[src/rtl/player_pkg.sv]
`default_nettype none
// ============================================================================
// Module  : player_pkg
// Brief   : Shared game-flow state encoding and USB HID keycode constants
//           for the player physics engine.
// Revision: 1.0  initial release
// ============================================================================
package player_pkg;

    typedef enum logic [1:0] {
        IDLE = 2'd0,
        PLAY = 2'd1,
        OVER = 2'd2
    } state_t;

    localparam logic [7:0] KEY_A     = 8'd4;
    localparam logic [7:0] KEY_D     = 8'd7;
    localparam logic [7:0] KEY_SPACE = 8'd44;

endpackage
`default_nettype wire

[src/rtl/plat_hit_detect.sv]
`default_nettype none
// ============================================================================
// Module  : plat_hit_detect
// Brief   : Combinational landing test of the sprite foot against one
//           platform. A zero-width platform is treated as disabled.
// Revision: 1.0  initial release
// ============================================================================
module plat_hit_detect #(
    parameter int POS_W    = 11,
    parameter int LAND_TOL = 5
) (
    input  logic signed [POS_W:0]   mid,
    input  logic signed [POS_W:0]   foot_y,
    input  logic                    falling,
    input  logic [POS_W-1:0]        px,
    input  logic [POS_W-1:0]        py,
    input  logic [POS_W-1:0]        pw,
    output logic                    land
);

    localparam logic signed [POS_W:0] c_land_tol = (POS_W+1)'(LAND_TOL);

    logic signed [POS_W:0] w_left;
    logic signed [POS_W:0] w_right;
    logic signed [POS_W:0] w_top_lo;
    logic signed [POS_W:0] w_top_hi;

    // Foot must be inside the platform span and within the window around its top
    always_comb begin
        w_left   = $signed({1'b0, px});
        w_right  = w_left + $signed({1'b0, pw});
        w_top_lo = $signed({1'b0, py}) - c_land_tol;
        w_top_hi = $signed({1'b0, py}) + c_land_tol;
        land     = falling && (pw != '0)
                && (mid >= w_left) && (mid <= w_right)
                && (foot_y >= w_top_lo) && (foot_y < w_top_hi);
    end

endmodule
`default_nettype wire

[src/rtl/player_physics.sv]
`default_nettype none
// ============================================================================
// Module  : player_physics
// Brief   : Per-frame player physics: keyboard motion with screen wrap,
//           divided gravity, platform landing/bounce, saturating score and
//           IDLE/PLAY/OVER game flow.
// Revision: 1.0  initial release
// ============================================================================
module player_physics
    import player_pkg::*;
#(
    parameter int NUM_PLAT = 3,
    parameter int POS_W    = 11,
    parameter int SCORE_W  = 7,
    parameter int X_MAX    = 639,
    parameter int Y_MAX    = 479,
    parameter int SIZE_X   = 8,
    parameter int SIZE_Y   = 10,
    parameter int MID_X    = 4,
    parameter int X_STEP   = 1,
    parameter int JUMP_V   = 3,
    parameter int VY_MAX   = 4,
    parameter int GRAV_DIV = 8,
    parameter int LAND_TOL = 5,
    parameter int X_START  = 280,
    parameter int Y_START  = 460
) (
    input  logic                      frame_clk,
    input  logic                      Reset_n,
    input  logic [7:0]                keycode,
    input  logic [NUM_PLAT*POS_W-1:0] plat_x,
    input  logic [NUM_PLAT*POS_W-1:0] plat_y,
    input  logic [NUM_PLAT*POS_W-1:0] plat_w,
    output logic [POS_W-1:0]          player_x,
    output logic [POS_W-1:0]          player_y,
    output logic [SCORE_W-1:0]        score,
    output logic                      game_over,
    output logic                      playing
);

    localparam int c_div_w = (GRAV_DIV > 1) ? $clog2(GRAV_DIV) : 1;

    localparam logic [c_div_w-1:0]    c_div_last = c_div_w'(GRAV_DIV - 1);
    localparam logic [POS_W-1:0]      c_x_start  = POS_W'(X_START);
    localparam logic [POS_W-1:0]      c_y_start  = POS_W'(Y_START);
    localparam logic [POS_W-1:0]      c_x_wrap_u = POS_W'(X_MAX + 1 - SIZE_X);
    localparam logic signed [POS_W:0] c_x_wrap   = (POS_W+1)'(X_MAX + 1 - SIZE_X);
    localparam logic signed [POS_W:0] c_y_max    = (POS_W+1)'(Y_MAX);
    localparam logic signed [POS_W:0] c_size_y   = (POS_W+1)'(SIZE_Y);
    localparam logic signed [POS_W:0] c_mid_x    = (POS_W+1)'(MID_X);
    localparam logic signed [POS_W:0] c_x_step   = (POS_W+1)'(X_STEP);
    localparam logic signed [POS_W:0] c_jump_v   = (POS_W+1)'(JUMP_V);
    localparam logic signed [POS_W:0] c_vy_max   = (POS_W+1)'(VY_MAX);
    localparam logic signed [POS_W:0] c_one      = (POS_W+1)'(1);
    localparam logic signed [POS_W:0] c_zero     = '0;

    state_t                  r_state;
    state_t                  w_state_nx;
    logic [POS_W-1:0]        r_x;
    logic [POS_W-1:0]        r_y;
    logic signed [POS_W:0]   r_vy;
    logic [SCORE_W-1:0]      r_score;
    logic [c_div_w-1:0]      r_div;

    logic [POS_W-1:0]        w_x_nx;
    logic [POS_W-1:0]        w_y_nx;
    logic signed [POS_W:0]   w_vy_nx;
    logic [SCORE_W-1:0]      w_score_nx;
    logic [c_div_w-1:0]      w_div_nx;

    logic signed [POS_W:0]   w_x_s;
    logic signed [POS_W:0]   w_y_s;
    logic signed [POS_W:0]   w_foot;
    logic signed [POS_W:0]   w_mid;
    logic signed [POS_W:0]   w_vx;
    logic signed [POS_W:0]   w_vy_new;
    logic signed [POS_W:0]   w_x_sum;
    logic signed [POS_W:0]   w_y_sum;
    logic [NUM_PLAT-1:0]     w_land;
    logic                    w_any_land;
    logic                    w_falling;

    assign w_x_s      = $signed({1'b0, r_x});
    assign w_y_s      = $signed({1'b0, r_y});
    assign w_foot     = w_y_s + c_size_y;
    assign w_mid      = w_x_s + c_mid_x;
    assign w_falling  = (r_vy > c_zero);
    assign w_any_land = |w_land;
    assign w_x_sum    = w_x_s + w_vx;

    generate
        for (genvar i = 0; i < NUM_PLAT; i++) begin : g_plat
            plat_hit_detect #(
                .POS_W    (POS_W),
                .LAND_TOL (LAND_TOL)
            ) u_hit (
                .mid     (w_mid),
                .foot_y  (w_foot),
                .falling (w_falling),
                .px      (plat_x[i*POS_W +: POS_W]),
                .py      (plat_y[i*POS_W +: POS_W]),
                .pw      (plat_w[i*POS_W +: POS_W]),
                .land    (w_land[i])
            );
        end
    endgenerate

    // Horizontal speed follows the key held this frame; no momentum
    always_comb begin
        w_vx = c_zero;
        if (keycode == KEY_A) begin
            w_vx = -c_x_step;
        end else if (keycode == KEY_D) begin
            w_vx = c_x_step;
        end
    end

    // Next-state and datapath update; position uses this edge's new velocity
    always_comb begin
        w_state_nx = r_state;
        w_x_nx     = r_x;
        w_y_nx     = r_y;
        w_vy_nx    = r_vy;
        w_score_nx = r_score;
        w_div_nx   = r_div;
        w_vy_new   = r_vy;
        w_y_sum    = c_zero;
        case (r_state)
            PLAY: begin
                if (!w_any_land && (w_foot >= c_y_max)) begin
                    // Fell off the bottom: freeze everything where it is
                    w_state_nx = OVER;
                end else begin
                    if (w_any_land) begin
                        w_vy_new = -c_jump_v;
                        w_div_nx = '0;
                        if (r_score != '1) begin
                            w_score_nx = r_score + 1'b1;
                        end
                    end else if ((w_y_s <= c_zero) && (r_vy < c_zero)) begin
                        w_vy_new = c_zero;
                    end else begin
                        if (r_div == c_div_last) begin
                            w_div_nx = '0;
                            w_vy_new = (r_vy >= c_vy_max) ? c_vy_max : (r_vy + c_one);
                        end else begin
                            w_div_nx = r_div + 1'b1;
                        end
                    end
                    w_vy_nx = w_vy_new;
                    w_y_sum = w_y_s + w_vy_new;
                    // Upward motion never leaves the screen top
                    w_y_nx  = (w_y_sum < c_zero) ? '0 : w_y_sum[POS_W-1:0];
                    if (w_x_sum < c_zero) begin
                        w_x_nx = c_x_wrap_u;
                    end else if (w_x_sum > c_x_wrap) begin
                        w_x_nx = '0;
                    end else begin
                        w_x_nx = w_x_sum[POS_W-1:0];
                    end
                end
            end
            default: begin
                // IDLE and OVER hold still until SPACE starts a fresh run
                if (keycode == KEY_SPACE) begin
                    w_state_nx = PLAY;
                    w_x_nx     = c_x_start;
                    w_y_nx     = c_y_start;
                    w_vy_nx    = c_zero;
                    w_score_nx = '0;
                    w_div_nx   = '0;
                end
            end
        endcase
    end

    // State and datapath registers, one update per frame
    always_ff @(posedge frame_clk or negedge Reset_n) begin
        if (!Reset_n) begin
            r_state <= IDLE;
            r_x     <= c_x_start;
            r_y     <= c_y_start;
            r_vy    <= c_zero;
            r_score <= '0;
            r_div   <= '0;
        end else begin
            r_state <= w_state_nx;
            r_x     <= w_x_nx;
            r_y     <= w_y_nx;
            r_vy    <= w_vy_nx;
            r_score <= w_score_nx;
            r_div   <= w_div_nx;
        end
    end

    assign player_x  = r_x;
    assign player_y  = r_y;
    assign score     = r_score;
    assign game_over = (r_state == OVER);
    assign playing   = (r_state == PLAY);

endmodule
`default_nettype wire

[config.mk]
export PLATFORM = sky130hd
export DESIGN_NAME = player_physics
export DESIGN_NICKNAME = d
export VERILOG_FILES = /design/src/rtl/player_pkg.sv /design/src/rtl/plat_hit_detect.sv /design/src/rtl/player_physics.sv
export SDC_FILE = /design/constraint.sdc
export NUM_CORES = 1
export LEC_CHECK = 0
export CORE_UTILIZATION = 54
export DETAILED_ROUTE_END_ITERATION = 7
export GPL_ROUTABILITY_DRIVEN = 0
export GPL_TIMING_DRIVEN = 0
export HOLD_SLACK_MARGIN = 0.1
export PLACE_DENSITY = 0.77
export SETUP_SLACK_MARGIN = 0.5
export SLEW_MARGIN = 20
export SYNTH_ARGS = -nofsm -noshare
export SYNTH_HDL_FRONTEND = slang
export SYNTH_SLANG_ARGS = --single-unit
[constraint.sdc]
create_clock -name frame_clk -period 8.89 [get_ports frame_clk]
set_input_delay 0.889 -clock frame_clk [delete_from_list [all_inputs] [get_ports frame_clk]]
set_output_delay 0.889 -clock frame_clk [all_outputs]
set_load 0.05 [all_outputs]
==> results of run 1 <==
-- metal layers --
metal  global-route usage (%)  up-vias
met4                     8.84        0
li1                         -     4625
met2                     48.8      184
met1                     33.3     4213
met5                        0        -
met3                     1.52       45
-- per-stage QoR --
stage | instance area [sq um] | total power [W] | cells | worst slack, ns | hold slack, ns
3_5_place_dp | 10900 | 0.00205 | 1527 | 0.393 | 0.509
3_3_place_gp | 10900 | 0.00200 | 1526 | 0.476 | 0.498
4_1_cts | 11100 | 0.00225 | 1535 | 0.683 | 0.505
5_1_grt | 11100 | 0.00248 | 1535 | 0.544 | 0.520
2_1_floorplan | 9360 | 0.00159 | 1179 | 2.13 | 0.471
6_report | 11100 | 0.00226 | 1535 | 1.14 | 0.494
-- worst max-delay path: cells and delay by family --
| family | cells | cell delay (ns) |
|---|---|---|
| and+or+nand+nor | 5 | 1.27 |
| adders and majority gates | 3 | 0.71 |
| AOI/OAI and AO/OA | 19 | 4.21 |
| buffers and inverters | 4 | 0.90 |
-- cell families (layout without fill, tap and decap cells) --
logic type,count (synthesis),after routing,share of synthesized area [%]
fa+ha+maj,212,212,28.7
flops,46,46,12.4
compound gates,315,315,22.1
simple gates,353,353,19.9
buf+inv,136,272,5.79
xor+xnor,109,109,10.2
mux,8,8,0.856
-- layout by cell type, fill, tap and decap left out, types with 20 or more instances in the layout --
| cell | count |
|---|---|
| sky130_fd_sc_hd__a21oi_1 | 74 |
| sky130_fd_sc_hd__nand2_1 | 71 |
| sky130_fd_sc_hd__clkdlybuf4s50_1 | 126 |
| sky130_fd_sc_hd__nand2b_1 | 20 |
| sky130_fd_sc_hd__a21o_1 | 35 |
| sky130_fd_sc_hd__clkbuf_1 | 22 |
| sky130_fd_sc_hd__xor2_1 | 50 |
| sky130_fd_sc_hd__inv_1 | 100 |
| sky130_fd_sc_hd__o21ai_0 | 72 |
| sky130_fd_sc_hd__nand3_1 | 57 |
| sky130_fd_sc_hd__dfrtp_1 | 38 |
| sky130_fd_sc_hd__nor2_1 | 57 |
| sky130_fd_sc_hd__nor3_1 | 25 |
| sky130_fd_sc_hd__xnor2_1 | 59 |
| sky130_fd_sc_hd__ha_1 | 207 |
-- registers in the layout, summed over array words and instances, names as in the netlist --
register  count
player_x     11
player_y     11
r_div         3
r_state       2
r_vy         12
score         7
-- worst paths after layout --
| check | start | endpoint | slack [ns] | depth (start not counted) |
|---|---|---|---|---|
| max in group asynchronous | Reset_n | player_x[3] | 7.83 | 2 |
| hold / removal | Reset_n | r_vy[10] | 0.49 | 1 |
| setup / recovery | plat_w[1] | player_y[5] | 1.14 | 31 |
| hold reg to reg | score[5] | score[5] | 0.53 | 1 |
| min in group frame_clk | score[5] | score[5] | 0.53 | 1 |
| setup reg to reg | player_y[3] | player_y[5] | 1.86 | 23 |
-- power by group through the flow --
stage,combinational (W),sequential (W),clock [W]
after floorplan,0.00111,0.000477,0
after global placement,0.00161,0.000392,0
after detailed placement,0.00166,0.000395,0
after CTS,0.00167,0.000392,0.000192
after global routing,0.00188,0.000404,0.000199
final,0.00168,0.000394,0.000190
-- cell type report --
cell class / count / area (sq um) / share of cell area (%)
Buffer: 35 / 163 / 1.47
Clock buffer: 7 / 143 / 1.29
Clock inverter: 1 / 5.00 / 0.0452
Inverter: 101 / 379 / 3.42
Multi-Input combinational cell: 997 / 7670 / 69.2
Sequential cell: 46 / 1160 / 10.5
Tap cell: 220 / 275 / 2.48
Timing Repair Buffer: 128 / 1290 / 11.6
-- timing repair --
| action | 4_1_cts | 5_1_grt |
|---|---|---|
| hold buffers | 0 | 0 |
| resized for setup | 0 | 2 |
| setup buffers | 0 | 0 |
| setup endpoints to repair | 0 | 11 |
==> summary.json, run 1 <==
{
  "status": {
    "run_status": "completed"
  },
  "sta": {
    "hold_fails_final_rpt": 0,
    "grt_setup_unrepaired": "no",
    "timing.max_slew.rel_slack_pct": 42.3,
    "max_slew.worst_pin.slew_ns": 0.861,
    "timing.clock.skew_ns": 0.0139,
    "timing_max_transition_violations_final": 0,
    "fmaxAchievable_mhz": 129,
    "min_period_over_period_pct": 87.2,
    "setup-tns-final_ns": 0,
    "report.final.setup_viol": 0,
    "min_period_ns": 7.75
  },
  "synth": {
    "synth_top_cells_by_area": "sky130_fd_sc_hd__ha_1, sky130_fd_sc_hd__dfrtp_1, sky130_fd_sc_hd__xnor2_1",
    "synth_fp_nets": 1500,
    "synth.avg_cell_area_sq_um": 7.94,
    "synth_top_flop_cell": "sky130_fd_sc_hd__dfrtp_1",
    "ranking_of_synthesized_cells_by_instance_count": "sky130_fd_sc_hd__ha_1, sky130_fd_sc_hd__inv_1, sky130_fd_sc_hd__a21oi_1",
    "yosysTopAreaCell": "sky130_fd_sc_hd__ha_1",
    "netlist.area_leader.share_pct": 27.7,
    "ys_async_sr_fraction_pct": 100,
    "yosysMostFrequentCell": "sky130_fd_sc_hd__ha_1",
    "synth.cell_area_sq_um": 9360,
    "synth-seq-cells": 46,
    "ys.warnings.count": 0,
    "seq_total_area_yosys_pct": 12.4,
    "post_synth_inst_count": 1179,
    "synth_enable_flop_cells": 0,
    "synth.lib_cells_used.distinct": 71
  },
  "detailed_routing": {
    "metal_1_wl_um": 11000,
    "detailroute.wirelength.met3_um": 688,
    "top_layer_used": "met4",
    "final_antenna_net_count": 0,
    "drt_iter0_markers": 479,
    "routed_wire_length_per_instance_um": 15.6,
    "detail_route.wirelength_um": 24000,
    "detailroute.via_count": 9067,
    "met2_wirelength_um": 11700,
    "firstDrtPassIters": 6,
    "drc_errors": 0,
    "via_per_inst": 5.91
  },
  "global_routing": {
    "pin_count_of_the_biggest_net_entering_global_routing": 34,
    "grt.total_usage_pct": 26.7,
    "antenna_violations_before_repair": 0,
    "grt_pass1_vias": 8557,
    "grt_pass1_wl_um": 39400,
    "global_route.overflow_total": 0
  },
  "worst_setup_path": {
    "critical_path_peak_fanout": 10,
    "cp_data_required_time_ns": 9.12,
    "type_of_destination_of_the_critical_path": "flop",
    "criticalPathCategory": "input pin to flop",
    "cp-start-kind": "input pin",
    "critical_path.most_common_cell": "sky130_fd_sc_hd__a21oi_1",
    "critPathArrivalTime_ns": 7.98,
    "critPathMaxStageDelay_ns": 0.59,
    "cell_with_the_largest_stage_delay_on_the_worst_path": "sky130_fd_sc_hd__o32ai_2"
  },
  "floorplan": {
    "floorplan.die_area_sq_um": 17900,
    "chip_height_um": 134,
    "initial_util_pct": 55.8,
    "core_box_area_sq_um": 16800,
    "io-pin-count": 140,
    "die_span_x_um": 134,
    "rows": 47
  },
  "cells_and_area": {
    "finish.net_count": 1635,
    "area_growth_pct": 18.4,
    "num_antenna_cells": 0,
    "post_route_cells_drive_above_1_share_pct": 3.80,
    "fillers": 1511,
    "final_util_pct": 66.1
  },
  "clock_network": {
    "clock_sink_count": 46,
    "numCtsBuffers": 5,
    "tritoncts": "done",
    "cts_max_level": 2,
    "clockBufferDepth": 2,
    "clkLatencyLatePin_ns": 0.30,
    "cts.root.buffer_cell": "sky130_fd_sc_hd__clkbuf_16",
    "cts.reportedPaths.clkPinSlew_ns": 0.07
  },
  "power_and_ir_drop": {
    "ir_drop_v": 0.000209,
    "netSwitchingPower_w": 0.00116,
    "pwr-share-clk_pct": 8.4,
    "powerDensity_nw_per_um2": 204,
    "static-leakage-power_nw": 5.16,
    "seq_power_share_pct": 17.4,
    "intPower_w": 0.00110,
    "share_comb_of_total_power_pct": 74.2,
    "switching_share_pct": 51.4
  },
  "min_path": {
    "timing.hold.worst.class": "input pin to asynchronous set/reset pin"
  },
  "place": {
    "io_buffer_count": 127,
    "dpl.hpwl_um": 20200
  },
  "job": {
    "timing.max_cap.violations": 0
  }
}
No activity file was read; power rests on OpenSTA's default activity.
==> run 2: changes to the inputs <==
Settings changed: CORE_UTILIZATION 54 to 30, PLACE_DENSITY 0.77 to 0.46.
==> run 2 against run 1 <==
Compared with the run above:
- clock-buffer cell count shrank 1
- flip-flop and latch count is the same
- first-iteration DRC count down 30%
- critical path depth rose by 2
- total power rose by 1.1%
- via count shrank 3.0%
- combinational power about the same
- sequential share of layout area shrank 0.21 points
- die area up 79%
- clock power barely moved
- design area increased by 2.0%
- register-to-register slack improved by 0.25 ns
- critical path type unchanged
- highest routed layer unchanged
==> summary.json, run 2 (synthesized netlist as in run 1, its figures left out) <==
{
  "status": {
    "run_status": "completed"
  },
  "worst_setup_path": {
    "reg2reg_slack_ns": 2.11,
    "critical_path_peak_fanout": 10,
    "critical_path.reg2reg.endpoint": "player_y[5]",
    "r2r_start": "player_y[3]",
    "cell_with_the_largest_stage_delay_on_the_worst_path": "sky130_fd_sc_hd__clkdlybuf4s50_1",
    "type_of_destination_of_the_critical_path": "flop",
    "critPathArrivalTime_ns": 7.91,
    "rr_worst_depth": 24,
    "cp-start-kind": "input pin",
    "cp_data_required_time_ns": 9.12,
    "critPathMaxStageDelay_ns": 0.52,
    "critical_path.most_common_cell": "sky130_fd_sc_hd__a21oi_1",
    "criticalPathCategory": "input pin to flop"
  },
  "clock_network": {
    "clkLatencyLatePin_ns": 0.29,
    "cts_hold_buf": 0,
    "cts.root.buffer_cell": "sky130_fd_sc_hd__clkbuf_16",
    "tritoncts": "done",
    "clockBufferDepth": 2,
    "cts.reportedPaths.clkPinSlew_ns": 0.07,
    "numCtsBuffers": 5,
    "cts_max_level": 2,
    "clock_sink_count": 46
  },
  "detailed_routing": {
    "final_antenna_net_count": 0,
    "via_per_inst": 5.14,
    "firstDrtPassIters": 7,
    "drc_errors": 0,
    "detail_route.wirelength_um": 27300,
    "drt_iter0_markers": 334,
    "routed_wire_length_per_instance_um": 15.9,
    "detailroute.via_count": 8798
  },
  "sta": {
    "report.final.setup_viol": 0,
    "hold_fails_final_rpt": 0,
    "timing.clock.skew_ns": 0.00349,
    "timing_max_transition_violations_final": 0,
    "grt_setup_unrepaired": "no",
    "max_slew.worst_pin.slew_ns": 0.825,
    "min_period_ns": 7.68,
    "fmaxAchievable_mhz": 130,
    "fin_hold_ws_ns": 0.513,
    "timing.max_slew.rel_slack_pct": 44.6,
    "min_period_over_period_pct": 86.4,
    "setup-tns-final_ns": 0
  },
  "global_routing": {
    "grt.total_usage_pct": 17.3,
    "global_route.overflow_total": 0,
    "grt_pass1_vias": 8982,
    "pin_count_of_the_biggest_net_entering_global_routing": 47,
    "antenna_violations_before_repair": 0,
    "grt_pass1_wl_um": 44200
  },
  "power_and_ir_drop": {
    "share_comb_of_total_power_pct": 74.2,
    "totalPowerFinal_w": 0.00229,
    "switching_share_pct": 51.9,
    "seq_power_share_pct": 17.5,
    "intPower_w": 0.00110,
    "static-leakage-power_nw": 5.17,
    "pwr-share-clk_pct": 8.3,
    "netSwitchingPower_w": 0.00119,
    "ir_drop_v": 0.000117,
    "powerDensity_nw_per_um2": 202
  },
  "floorplan": {
    "io-pin-count": 140,
    "core_box_area_sq_um": 30700,
    "floorplan.die_area_sq_um": 31900,
    "die_span_x_um": 179,
    "initial_util_pct": 30.5,
    "rows": 64,
    "chip_height_um": 179
  },
  "cells_and_area": {
    "post_route_cells_drive_above_1_share_pct": 4.02,
    "final_cell_mix": "sky130_fd_sc_hd__ha_1, sky130_fd_sc_hd__clkdlybuf4s50_1, sky130_fd_sc_hd__inv_1",
    "area_growth_pct": 20.8,
    "num_antenna_cells": 0,
    "max_flop_register": "r_vy",
    "largest_register_ff_count": 12,
    "mostFrequentLayoutCell": "sky130_fd_sc_hd__ha_1",
    "finish.net_count": 1637
  },
  "min_path": {
    "hold_depth": 1,
    "holdPathEnd": "score[5]",
    "worstHoldStart": "score[5]",
    "timing.hold.worst.class": "flop to flop"
  },
  "place": {
    "io_buffer_count": 127,
    "dpl.hpwl_um": 23200
  },
  "job": {
    "timing.max_cap.violations": 0
  }
}
-- run 2: cell count changes in the layout (fill, tap and decap cells not counted) --
cell	previous run	this run
sky130_fd_sc_hd__buf_12	1	0
sky130_fd_sc_hd__clkbuf_8	1	0
sky130_fd_sc_hd__a31oi_2	0	1
sky130_fd_sc_hd__clkinv_4	0	1
sky130_fd_sc_hd__a2111oi_0	7	8
sky130_fd_sc_hd__a2111oi_1	1	0
sky130_fd_sc_hd__buf_2	7	6
sky130_fd_sc_hd__buf_4	0	4
sky130_fd_sc_hd__a31oi_1	16	15
-- run 2: critical path, delay by kind of cell --
family          cells  cell delay [ns]
fa+ha+maj           3             0.66
compound gates     21             3.63
simple gates        4             1.50
buf+inv             5             1.21
-- run 2: repair_timing --
action | in CTS | in global routing
setup endpoints to repair | 0 | 11
gates resized for setup | 0 | 2
setup buffers | 0 | 2
hold endpoints to repair | 0 | 0
-- run 2: routing by layer --
metal  vias up  track usage (%)  part of all wire, %
met1      4029             22.2                   48
met4         0             3.04                  1.1
li1       4626                -                    -
met5         -                0                    0
met3        17             1.24                  3.0
met2       126             31.6                   48
-- run 2: area by class of cell --
type / count / area (sq um)
Buffer: 35 / 163
Clock buffer: 6 / 129
Clock inverter: 2 / 13.8
Fill cell: 3261 / 19400
Inverter: 101 / 379
Multi-Input combinational cell: 997 / 7670
Sequential cell: 46 / 1160
Tap cell: 396 / 495
Timing Repair Buffer: 130 / 1290
-- run 2: worst max-delay path by stage --
stage	from	endpoint	slack, ns	cells after the start
2_1_floorplan	plat_x[1]	player_y[0]	2.13	31
3_3_place_gp	plat_w[1]	player_y[9]	0.27	31
3_5_place_dp	plat_w[1]	player_y[5]	0.24	31
4_1_cts	plat_w[1]	player_y[5]	0.51	31
5_1_grt	plat_w[1]	player_y[5]	0.61	33
6_report	plat_w[1]	player_y[5]	1.21	33
-- run 2: power by group through the flow --
stage / Sequential [W] / Clock [W] / Combinational, W
after floorplan: 0.000477 / 0 / 0.00111
after global placement: 0.000406 / 0 / 0.00168
after detailed placement: 0.000406 / 0 / 0.00169
after CTS: 0.000402 / 0.000198 / 0.00170
after global routing: 0.000413 / 0.000204 / 0.00193
final: 0.000400 / 0.000190 / 0.00170
-- run 2: stage by stage --
stage	area, sq um	util [%]	cells	setup WS, ns
after floorplan	9360	-	1179	2.13
after global placement	11100	36.3	1702	0.268
after detailed placement	11100	36.3	1703	0.239
after CTS	11300	36.8	1711	0.512
after global routing	11300	36.9	1713	0.610
final	11300	36.9	1713	1.21
==> run 3: changes to the inputs <==
Settings changed: ABC_AREA set to 1, PLACE_DENSITY 0.46 to 0.61.
==> run 3 against run 2 <==
Compared with the run above:
- total power decreased by 56%
- clock skew grew 0.0023 ns
- fmax rose by 12%
- final cell count up 13%
- sequential share of layout area decreased by 0.23 points
- register-to-register slack improved by 0.63 ns
- routed wire length shrank 0.76%
- clock power increased by 14%
- critical endpoint is now player_y[0]
- highest routed layer unchanged
==> summary.json, run 3 <==
{
  "synth": {
    "synth.cell_area_sq_um": 9530,
    "ys_async_sr_fraction_pct": 100,
    "synth-seq-cells": 46,
    "synth_top_cells_by_area": "sky130_fd_sc_hd__ha_1, sky130_fd_sc_hd__nand2_1, sky130_fd_sc_hd__dfrtp_1",
    "ys.warnings.count": 0,
    "synth_top_flop_cell": "sky130_fd_sc_hd__dfrtp_1",
    "synth_fp_nets": 1717,
    "post_synth_inst_count": 1396,
    "synth.avg_cell_area_sq_um": 6.82,
    "synth_enable_flop_cells": 0,
    "yosysTopAreaCell": "sky130_fd_sc_hd__ha_1",
    "ranking_of_synthesized_cells_by_instance_count": "sky130_fd_sc_hd__nand2_1, sky130_fd_sc_hd__ha_1, sky130_fd_sc_hd__inv_1",
    "yosysMostFrequentCell": "sky130_fd_sc_hd__nand2_1",
    "seq_total_area_yosys_pct": 12.2,
    "synth.lib_cells_used.distinct": 48,
    "netlist.area_leader.share_pct": 27.2
  },
  "clock_network": {
    "clockBufferDepth": 2,
    "clkLatencyLatePin_ns": 0.29,
    "post_cts.resized_instances": 0,
    "numCtsBuffers": 5,
    "tritoncts": "done",
    "cts.root.buffer_cell": "sky130_fd_sc_hd__clkbuf_16",
    "cts_max_level": 2,
    "clock_sink_count": 46,
    "cts_hold_buf": 0,
    "postCtsSetupRepairBufs": 0,
    "cts.reportedPaths.clkPinSlew_ns": 0.06
  },
  "power_and_ir_drop": {
    "intPower_w": 0.000584,
    "switching_share_pct": 42.0,
    "powerDensity_nw_per_um2": 87.1,
    "seq_power_share_pct": 24.3,
    "ir_drop_v": 0.000100,
    "netSwitchingPower_w": 0.000423,
    "share_comb_of_total_power_pct": 54.1,
    "static-leakage-power_nw": 5.87,
    "pwr-share-clk_pct": 21.6
  },
  "cells_and_area": {
    "fillers": 3267,
    "num_antenna_cells": 0,
    "finish.net_count": 1860,
    "mostFrequentLayoutCell": "sky130_fd_sc_hd__nand2_1",
    "largest_register_ff_count": 12,
    "post_route_cells_drive_above_1_share_pct": 3.38,
    "final_cell_mix": "sky130_fd_sc_hd__nand2_1, sky130_fd_sc_hd__ha_1, sky130_fd_sc_hd__inv_1",
    "max_flop_register": "r_vy",
    "final_util_pct": 37.4,
    "area_growth_pct": 21.4
  },
  "worst_setup_path": {
    "critical_path.most_common_cell": "sky130_fd_sc_hd__nand2_1",
    "cp-start-kind": "input pin",
    "critPathMaxStageDelay_ns": 0.52,
    "critical_path.reg2reg.endpoint": "player_y[0]",
    "reg2reg_slack_ns": 2.74,
    "cell_with_the_largest_stage_delay_on_the_worst_path": "sky130_fd_sc_hd__clkdlybuf4s50_1",
    "critPathArrivalTime_ns": 7.08,
    "rr_worst_depth": 31,
    "r2r_start": "player_y[2]",
    "criticalPathCategory": "input pin to flop",
    "type_of_destination_of_the_critical_path": "flop",
    "critical_path_peak_fanout": 10,
    "cp_data_required_time_ns": 9.12
  },
  "sta": {
    "max_slew.worst_pin.slew_ns": 0.967,
    "timing.max_slew.rel_slack_pct": 35.3,
    "hold_fails_final_rpt": 0,
    "post-route-worst-setup-slack_ns": 2.04,
    "report.final.setup_viol": 0,
    "timing.clock.skew_ns": 0.00584,
    "min_period_over_period_pct": 77.0,
    "timing_max_transition_violations_final": 0,
    "fmaxAchievable_mhz": 146,
    "grt_setup_unrepaired": "no",
    "setup-tns-final_ns": 0,
    "min_period_ns": 6.85
  },
  "global_routing": {
    "global_route.overflow_total": 0,
    "pin_count_of_the_biggest_net_entering_global_routing": 26,
    "grt_pass1_wl_um": 45600,
    "grt_pass1_vias": 9517,
    "grt.total_usage_pct": 16.8,
    "antenna_violations_before_repair": 0
  },
  "place": {
    "worst_setup_slack_after_placement_ns": 1.71,
    "dpl.hpwl_um": 22700,
    "io_buffer_count": 135
  },
  "detailed_routing": {
    "via_per_inst": 4.92,
    "drc_errors": 0,
    "drt_iter0_markers": 456,
    "final_antenna_net_count": 0,
    "detail_route.wirelength_um": 27100,
    "routed_wire_length_per_instance_um": 14.0,
    "firstDrtPassIters": 5,
    "detailroute.via_count": 9528
  },
  "min_path": {
    "hold_depth": 2,
    "worstHoldStart": "r_div[1]",
    "timing.hold.worst.class": "flop to flop",
    "holdPathEnd": "r_div[1]"
  },
  "floorplan": {
    "io-pin-count": 140,
    "die_span_x_um": 180,
    "core_box_area_sq_um": 30900,
    "initial_util_pct": 30.8,
    "rows": 64,
    "chip_height_um": 180,
    "floorplan.die_area_sq_um": 32500
  },
  "status": {
    "run_status": "completed"
  },
  "job": {
    "timing.max_cap.violations": 0
  }
}
==> run 3: cell types whose count changed in the layout (fill, tap and decap cells not counted), sizes merged, moves of 21 or more <==
cell and change:
inv +101, nand2b -21, nor2 +50, a21o -28
xnor2 -37, xor2 +40, nand2 +218, a21oi +47
==> run 3: logic make-up (layout without fill, tap and decap cells) <==
family,count (synthesis),in the layout,share of synthesized area (%)
AO/OA/AOI/OAI,245,245,14.2
XOR/XNOR,112,112,10.3
flip-flops,46,46,12.2
AND/OR/NAND/NOR,566,566,26.2
adder cells (fa/ha/maj),212,212,28.2
buffers and inverters,215,359,8.80
==> run 3: stage by stage <==
step / hold slack (ns) / cell area [sq um] / cells / total power [W]
floorplan: 0.453 / 9530 / 1396 / 0.000612
global placement: 0.468 / 11400 / 1927 / 0.000783
detailed placement: 0.471 / 11400 / 1928 / 0.000794
CTS: 0.488 / 11600 / 1936 / 0.00102
global route: 0.511 / 11600 / 1936 / 0.00110
finish: 0.490 / 11600 / 1936 / 0.00101
==> run 3: how the worst max path moves through the flow <==
| stage | start | to | slack (ns) | cells after the start |
|---|---|---|---|---|
| 2_1_floorplan | plat_x[0] | player_y[8] | 3.16 | 37 |
| 3_3_place_gp | plat_w[0] | player_y[1] | 1.74 | 36 |
| 3_5_place_dp | plat_w[0] | player_y[0] | 1.71 | 36 |
| 4_1_cts | plat_w[0] | player_y[1] | 1.98 | 36 |
| 5_1_grt | plat_w[0] | player_y[0] | 1.42 | 36 |
| 6_report | plat_w[0] | player_y[0] | 2.04 | 36 |
==> run 3: worst max-delay path: cells and delay by family <==
kind | cells | cell delay (ns)
adder cells (fa/ha/maj) | 4 | 1.25
buffers and inverters | 4 | 0.82
AO/OA/AOI/OAI | 10 | 1.68
AND/OR/NAND/NOR | 17 | 2.28
XOR/XNOR | 1 | 0.15
==> run 3: power groups by stage <==
stage | Sequential, W | Combinational [W] | Clock (W)
after floorplan | 0.000269 | 0.000343 | 0
after global placement | 0.000249 | 0.000534 | 0
after detailed placement | 0.000249 | 0.000546 | 0
after CTS | 0.000245 | 0.000549 | 0.000223
after global routing | 0.000247 | 0.000625 | 0.000231
final | 0.000245 | 0.000545 | 0.000217
==> run 3: metal layers <==
metal / routed length (um) / GRT usage, % / up-vias
met1: 13100 / 22.2 / 4333
met2: 12400 / 29.1 / 180
met3: 1090 / 1.80 / 34
li1: - / - / 4981
met4: 552 / 4.34 / 0
met5: 0 / 0 / -
==> run 3: area by class of cell <==
type,count,area (sq um),area share (%)
multi-input cells,1135,7530,65.1
repair buffers,136,1370,11.9
flip-flops and latches,46,1160,10.0
inverters,203,762,6.59
well taps,396,495,4.29
clock buffers,6,129,1.11
plain buffers,12,76.3,0.660
clock inverters,2,37.5,0.325
